==> config.mk <==
export PLATFORM = sky130hd
export DESIGN_NAME = frame_sorter
export DESIGN_NICKNAME = d
export VERILOG_FILES = /design/src/rtl/frame_sorter_pkg.sv /design/src/rtl/frame_sorter_bn.sv /design/src/rtl/frame_sorter.sv
export SDC_FILE = /design/constraint.sdc
export NUM_CORES = 1
export LEC_CHECK = 0
export ABC_CLOCK_PERIOD_IN_PS = 35200
export CAP_MARGIN = 10
export CORE_ASPECT_RATIO = 2
export CORE_MARGIN = 3
export CORE_UTILIZATION = 60
export CTS_CLUSTER_SIZE = 25
export DETAILED_ROUTE_END_ITERATION = 8
export PLACE_DENSITY = 0.73
export SYNTH_ARGS = -nofsm -noshare
export SYNTH_HDL_FRONTEND = slang
export SYNTH_SLANG_ARGS = --single-unit
==> constraint.sdc <==
create_clock -name clk -period 35.2 [get_ports clk]
set_input_delay 5.28 -clock clk [delete_from_list [all_inputs] [get_ports clk]]
set_output_delay 5.28 -clock clk [all_outputs]
set_load 0.02 [all_outputs]
==> src/rtl/frame_sorter_pkg.sv <==
// Shared types and helpers for the frame sorter: FSM state encoding and
// the pad word that fills unused slots of a partial frame.
package frame_sorter_pkg;

  // Frame controller states: collect words, sort once, stream results out.
  typedef enum logic [1:0] {
    FILL  = 2'd0,
    SORT  = 2'd1,
    DRAIN = 2'd2
  } state_t;

  // Widest word the pad helper can describe.
  localparam int MAX_DW = 64;

  // Pad word that always sorts to the tail of the frame: all ones for an
  // ascending sort, all zeros for a descending one. Only the low 'width'
  // bits are meaningful; the caller slices them off.
  function automatic logic [MAX_DW-1:0] pad_value(input int width, input int order);
    logic [MAX_DW-1:0] v;
    v = '0;
    if (order == 0) begin
      for (int b = 0; b < MAX_DW; b++) begin
        if (b < width) v[b] = 1'b1;
      end
    end
    return v;
  endfunction

endpackage

==> src/rtl/frame_sorter_bn.sv <==
// Combinational bitonic sorting network over 2**LP words of dw bits.
// Word i of the flat buses lives at bits [i*dw +: dw]; index 0 of the
// output is the first word in the selected order.
module BN #(
  parameter int LP  = 3,
  parameter int dw  = 8,
  parameter int dir = 0
) (
  input  logic [(2**LP)*dw-1:0] data_i,
  output logic [(2**LP)*dw-1:0] data_o
);

  localparam int N = 2**LP;

  logic [dw-1:0] w_net [N];
  logic [dw-1:0] w_tmp;
  logic          w_up;

  // Classic bitonic merge passes; the final k=N pass orders the whole
  // frame in the requested direction.
  always_comb begin
    w_tmp = '0;
    w_up  = 1'b0;
    for (int i = 0; i < N; i++) begin
      w_net[i] = data_i[i*dw +: dw];
    end
    for (int k = 2; k <= N; k = k * 2) begin
      for (int j = k / 2; j > 0; j = j / 2) begin
        for (int i = 0; i < N; i++) begin
          if ((i ^ j) > i) begin
            w_up = (((i & k) == 0) == (dir == 0));
            if (w_up ? (w_net[i] > w_net[i ^ j]) : (w_net[i] < w_net[i ^ j])) begin
              w_tmp        = w_net[i];
              w_net[i]     = w_net[i ^ j];
              w_net[i ^ j] = w_tmp;
            end
          end
        end
      end
    end
    data_o = '0;
    for (int i = 0; i < N; i++) begin
      data_o[i*dw +: dw] = w_net[i];
    end
  end

endmodule

==> src/rtl/frame_sorter.sv <==
// Frame sorter: buffers up to 2**LP words (a frame may be closed early
// with last_i), sorts them in one cycle through a bitonic network, then
// streams exactly the received words out over a req/ack port.
module frame_sorter
  import frame_sorter_pkg::*;
#(
  parameter int LP  = 3,
  parameter int dw  = 8,
  parameter int dir = 0
) (
  input  logic          clk,
  input  logic          rst,
  input  logic [dw-1:0] data_i,
  input  logic          last_i,
  input  logic          req_i,
  output logic          ack_i,
  output logic [dw-1:0] data_o,
  output logic          last_o,
  output logic          req_o,
  input  logic          ack_o
);

  localparam int                N        = 2**LP;
  localparam logic [LP:0]       CNT_LAST = (LP+1)'(N - 1);
  localparam logic [LP:0]       CNT_ONE  = (LP+1)'(1);
  localparam logic [MAX_DW-1:0] PAD_FULL = pad_value(dw, dir);
  localparam logic [dw-1:0]     PAD      = PAD_FULL[dw-1:0];

  state_t        r_state;
  logic [LP:0]   r_cnt;
  logic [LP:0]   r_idx;
  logic [LP:0]   r_nvalid;
  logic          r_ack_i;
  logic          r_req_o;
  logic          r_last_o;
  logic [dw-1:0] r_data_o;

  logic [dw-1:0] r_buf    [N];
  logic [dw-1:0] r_sorted [N];

  logic [N*dw-1:0] w_buf_flat;
  logic [N*dw-1:0] w_sorted_flat;
  logic [dw-1:0]   w_sorted [N];
  logic            w_in_xfer;
  logic            w_close;
  logic            w_out_xfer;
  logic [LP:0]     w_idx_next;

  // ack_i is only ever high in FILL, so an input transfer implies FILL.
  assign w_in_xfer  = req_i & r_ack_i;
  // A frame closes on its N-th word or on any word flagged last.
  assign w_close    = w_in_xfer & (last_i | (r_cnt == CNT_LAST));
  assign w_out_xfer = r_req_o & ack_o;
  assign w_idx_next = r_idx + CNT_ONE;

  genvar gi;
  generate
    for (gi = 0; gi < N; gi++) begin : g_flat
      assign w_buf_flat[gi*dw +: dw] = r_buf[gi];
      assign w_sorted[gi]            = w_sorted_flat[gi*dw +: dw];
    end
  endgenerate

  BN #(LP, dw, dir) u_bn (
    .data_i (w_buf_flat),
    .data_o (w_sorted_flat)
  );

  // Frame buffer: store the accepted word; on frame close, pad every later slot.
  always_ff @(posedge clk) begin
    if (w_in_xfer) begin
      for (int i = 0; i < N; i++) begin
        if (w_close && ((LP+1)'(i) > r_cnt)) r_buf[i] <= PAD;
      end
      r_buf[r_cnt[LP-1:0]] <= data_i;
    end
  end

  // Snapshot the network output during the single SORT cycle.
  always_ff @(posedge clk) begin
    if (r_state == SORT) begin
      for (int i = 0; i < N; i++) begin
        r_sorted[i] <= w_sorted[i];
      end
    end
  end

  // Frame controller with registered handshake and output word.
  always_ff @(posedge clk or posedge rst) begin
    if (rst) begin
      r_state  <= FILL;
      r_cnt    <= '0;
      r_idx    <= '0;
      r_nvalid <= '0;
      r_ack_i  <= 1'b0;
      r_req_o  <= 1'b0;
      r_last_o <= 1'b0;
      r_data_o <= '0;
    end else begin
      case (r_state)
        FILL: begin
          r_ack_i <= 1'b1;
          if (w_in_xfer) begin
            r_cnt <= r_cnt + CNT_ONE;
            if (w_close) begin
              r_state <= SORT;
              r_ack_i <= 1'b0;
            end
          end
        end
        SORT: begin
          // r_cnt already counts the closing word, so it is the frame length.
          r_nvalid <= r_cnt;
          r_idx    <= '0;
          r_data_o <= w_sorted[0];
          r_last_o <= (r_cnt == CNT_ONE);
          r_req_o  <= 1'b1;
          r_state  <= DRAIN;
        end
        DRAIN: begin
          if (w_out_xfer) begin
            if (r_last_o) begin
              r_state  <= FILL;
              r_cnt    <= '0;
              r_idx    <= '0;
              r_req_o  <= 1'b0;
              r_last_o <= 1'b0;
              r_data_o <= '0;
              r_ack_i  <= 1'b1;
            end else begin
              r_idx    <= w_idx_next;
              r_data_o <= r_sorted[w_idx_next[LP-1:0]];
              r_last_o <= (w_idx_next == (r_nvalid - CNT_ONE));
            end
          end
        end
        default: begin
          r_state <= FILL;
          r_ack_i <= 1'b0;
          r_req_o <= 1'b0;
        end
      endcase
    end
  end

  assign ack_i  = r_ack_i;
  assign req_o  = r_req_o;
  assign last_o = r_last_o;
  assign data_o = r_data_o;

endmodule

; After elaboration in Yosys (flattened, before gate mapping)
; Memory sizes are Yosys's and may differ from the RTL's.
; Index checks and enable logic that the tools add are counted.
[word_totals]
reg_bits = 25
latch_bits = 0
ramBits = 128
rom_bits = 0
input_bits = 13
out_inout_bits = 11
word_cells = 170
memories = 2
[op_classes]
n_addsub = 3
multipliers = 0
div_mod_pow = 0
magnitude_cmp = 32
eq_ne = 9
shift = 0
mux = 93
n_bitwise = 6
reduce_logical = 17
[mem_list]
columns = memory, words, word_bits, rd, rd_ports_with_merged_regs, write_ports, line
row1 = r_buf, 8, 8, 8, 0, 8, frame_sorter.sv:38  ; logic [dw-1:0] r_buf [N];
row2 = r_sorted, 8, 8, 1, 0, 8, frame_sorter.sv:39  ; logic [dw-1:0] r_sorted [N];
[op_table]
columns = operator, count
row1 = 8-bit 2-to-1 mux, 27
row2 = 16-bit 2-to-1 mux, 12
row3 = 8-bit greater-than comparator, 18
row4 = 8-bit < comparator, 6
row5 = 1-bit 2-to-1 mux, 37
row6 = 4-bit 2-to-1 mux, 5
row7 = "3-bit by 4-bit greater-than comparator with 1-bit output, first input constant", 4
row8 = 4-bit case mux with 2 select lines, 2
row9 = 8-bit case mux with 2 select lines, 1
row10 = "4-bit by 1-bit adder with 4-bit output, second input constant", 2
row11 = "1-bit by 4-bit greater-than comparator with 1-bit output, first input constant", 2
row12 = "2-bit by 4-bit greater-than comparator with 1-bit output, first input constant", 2
row13 = 1-bit logical AND, 8
row14 = 2-bit 2-to-1 mux, 4
row15 = "2-bit != test, second input constant", 4
row16 = 4-bit AND reduction, 2
row17 = 8-bit OR reduction, 1
row18 = 1-bit case mux with 3 select lines, 2
row19 = 2-bit case mux with 3 select lines, 1
row20 = 3-bit AND reduction, 2
row21 = "4-bit by 1-bit equality test with 1-bit output, second input constant", 1
row22 = "4-bit by 3-bit equality test with 1-bit output, second input constant", 1
row23 = 4-bit equality test, 1
row24 = 2-bit nonzero test, 2
row25 = 10 further kinds, 13

; Longest topological paths before layout
; An unclocked memory read counts as a cell.
[logic_depth]
ltp_word = 14
ltp_mapped = 66
mapped_depth_nobuf = 60

; Cells and area by module
; A second synthesis with hierarchy kept.
[unflattened]
cells_unflattened = 1972
area_unflattened_um2 = 17110.2
[modules_own_cells]
columns = module, n_inst, cells_per_inst, area_each_um2, seq_area_each_um2
row1 = BN, 1, 1590, 10829.1, 0.0
row2 = frame_sorter, 1, 382, 6281.0, 4469.3

; Least setup slack after synthesis
; No wires, ideal clock.
[synth_path]
path_kind = reg2reg
startpoint = memory r_buf[0][3]
endpoint = memory r_sorted[4][0] (data pin)
setup_ns = 0.278
arrival_time_ns = 12.389
t_required_ns = 34.922
path_slack_ns = 22.532
stages_incl_launch_ff = 61
n_path_buf = 8
period_less_slack_ns = 12.668
path_cell_list = edfxtp_1 ha_1 a21o_1 a21oi_1 a21oi_1 o22ai_2 clkbuf_1 buf_1 mux2i_1 inv_1 ha_1 and3_1 o21ai_0 a21oi_1 o31ai_4 clkbuf_1 mux2i_1 inv_1 (+25 left out) a21oi_1 nor2_1 a211oi_1 a21oi_1 buf_1 mux2i_1 inv_1 ha_1 nor2b_1 o21a_1 o21ai_0 nand2b_1 a21oi_1 nor2_1 a211oi_1 a21oi_1 clkbuf_1 mux2i_1
[synth_lines]
columns = element, line
row1 = from (decl), frame_sorter.sv:38
row2 = to (decl), frame_sorter.sv:39

==> flow_metrics.py <==
metrics = {
    "die": {
        "row_count": 82,
        "die_x_um": 119,
        "die_y_um": 232,
        "dieArea_um2": 27700,
        "ioPinCount": 24,
        "start_util_pct": 61.1,
        "core-area_um2": 25100,
    },
    "clock_tree": {
        "cts_tree": "done",
        "path_clk_slew_ps": 70,
        "cts_sinks": 153,
        "cts_root_buffer": "clkbuf_16",
        "post_cts_buffers": 0,
        "cts_hold_buf": 0,
        "numCtsBuffers": 17,
        "cts_max_level": 4,
        "cts_resized": 0,
        "insertion_delay_ps": 460,
        "clockBufferDepth": 2,
    },
    "critical_path": {
        "arrival_ps": 14520,
        "crit_path_end_kind": "flop",
        "critPathKind": "reg -> reg",
        "critPathTopFamily": "compound AO/OA/AOI/OAI gates",
        "crit_slowest_cell": "o21ai_2",
        "cp_max_fo": 23,
        "critPathLaunchType": "flop",
        "cp_common_cell": "ha_1",
        "worstPathRequired_ps": 35520,
        "crit_path_max_incr_delay_ps": 800,
        "worst-path-buf-inv": 6,
    },
    "global_routing": {
        "antenna_found_initial": 0,
        "globalRouteTotalUtil_pct": 32.1,
        "grt_pass1_wl_um": 67300,
        "grt_pass1_vias": 12400,
        "grt.overflow.total": 0,
        "grt_max_degree": 71,
    },
    "logic_synthesis": {
        "yosys_warnings": 0,
        "netlist_instances": 1613,
        "synth_top_area_share_pct": 25.0,
        "synth_ff_type": "edfxtp_1",
        "ys_seq_area_share_pct": 29.1,
        "yosysTopAreaCell": "edfxtp_1",
        "syn_area_um2": 15400,
        "syn_area_per_cell_um2": 9.52,
        "syn_nets": 1812,
        "synth_edf_count": 128,
        "ys_seq_elements": 153,
        "ys_types": 77,
        "synth-async-reset-ratio_pct": 16.3,
        "yosys-top-cells-area": "edfxtp_1 25%, mux2i_1 17%, ha_1 15%, inv_1 4.8%, a21oi_1 4.1%",
    },
    "timing": {
        "fmax_mhz": 70.4,
        "timing.final.ws_setup_ps": 21000,
        "tightest_slew_ps": 1190,
        "skew_ps": 12.4,
        "rsz0062_at_grt": "no",
        "hold_viol": 0,
        "fin_crit_sh_pct": 40.3,
        "min_period_ps": 14200,
        "setup_tns_ps": 0,
        "setup-violations-final": 0,
        "slew_viol_final": 0,
        "relSlewSlack_pct": 20.6,
    },
    "place": {
        "place_hpwl_um": 36600,
        "gp_congestion": 1.05,
        "dp_slack_ps": 21210,
        "io_buffers": 23,
        "dp.cells": 1924,
    },
    "run_status": {
        "outcome": "finished clean",
    },
    "drt": {
        "routed_via_density": 6.19,
        "drt-initial-drc-count": 683,
        "drt-pass1-iter-count": 5,
        "route.detailed.drc": 0,
        "vias": 12100,
        "ant_nets": 0,
        "drt-wirelength-per-cell_um": 22.2,
        "wl_um": 43400,
    },
    "layout": {
        "fill_cells": 2147,
        "layout-drive-gt1-share_pct": 9.38,
        "layout_common_cells": "259 x mux2i_1, 196 x inv_1, 186 x ha_1",
        "fin_cells": 1956,
        "syn_to_final_growth_pct": 6.79,
        "layout_commonest_cell": "mux2i_1",
        "antenna_cells": 0,
        "final_nets": 1806,
    },
    "flow_run": {
        "max_cap_violations": 0,
    },
    "worst_hold_path": {
        "worst_hold_path_type": "reg -> reg",
    },
}
[worst min-delay path, stage by stage (launching register included)]
cell and delay, ps:
dfrtp_1 360, nand2_1 50, o31ai_1 50
[worst paths after layout]
check / from / to / slack (ps) / depth (start not counted)
setup / recovery: r_buf[3][6] / data_o[1] / 21000 / 49
hold / removal: r_idx[3] / r_idx[3] / 500 / 2
setup reg to reg: r_buf[3][6] / data_o[1] / 21000 / 49
hold reg to reg: r_idx[3] / r_idx[3] / 500 / 2
max in group asynchronous: rst / data_o[0] / 29220 / 2
min in group asynchronous: rst / ack_i / 5360 / 2
[routing by layer]
layer / part of all wire (%) / wire length [um] / track usage, %
met1: 33 / 14100 / 28.7
met2: 55 / 24000 / 62.1
met3: 2.7 / 1170 / 3.85
met4: 9.4 / 4090 / 26.7
met5: 0 / 0 / 0
[layout make-up]
type / instances / area, um2 / area share (%)
clock buffers: 19 / 433 / 2.64
clock inverters: 13 / 123 / 0.748
inverters: 198 / 743 / 4.53
multi-input cells: 1207 / 9930 / 60.5
flip-flops and latches: 153 / 4470 / 27.2
well taps: 336 / 420 / 2.56
repair buffers: 30 / 283 / 1.72
[registers in the layout (all words and copies together) (netlist names)]
signal and cells:
r_sorted 64, req_o 1, ack_i 1, r_cnt 4, last_o 1, r_buf 64
data_o 8, r_nvalid 4, r_state 2, r_idx 4
[synthesized netlist by cell type (22+ instances only)]
cell type / n
o21ai_0: 49
ha_1: 186
nor2b_1: 22
nor2_1: 111
or2_2: 24
nand2_1: 63
a21o_1: 32
nand2b_1: 41
nand3_1: 33
clkbuf_1: 39
dfrtp_1: 25
mux2_2: 34
edfxtp_1: 128
inv_1: 196
a21oi_1: 125
mux2i_1: 259
[kinds of logic (layout without fill, tap and decap cells)]
family          count (synthesis)  in the layout  share of synthesized area, %
simple gates                  372            372                          12.2
buf+inv                       253            260                          6.48
xor+xnor                       11             11                         0.627
mux                           315            315                          22.3
fa+ha+maj                     188            188                          15.3
compound gates                321            321                          14.0
flops                         153            153                          29.1
[metrics by stage]
stage	util (%)	instance area [um2]	hold slack [ps]
after global routing	65.3	16400	525
after CTS	65.3	16400	501
final	65.3	16400	496
after global placement	63.0	15800	481
after floorplan	-	15400	466
after detailed placement	63.0	15800	486
Power is left out: the tool's default activity adds up to more than one toggle a clock period on the data nets, which glitch-free logic cannot reach.
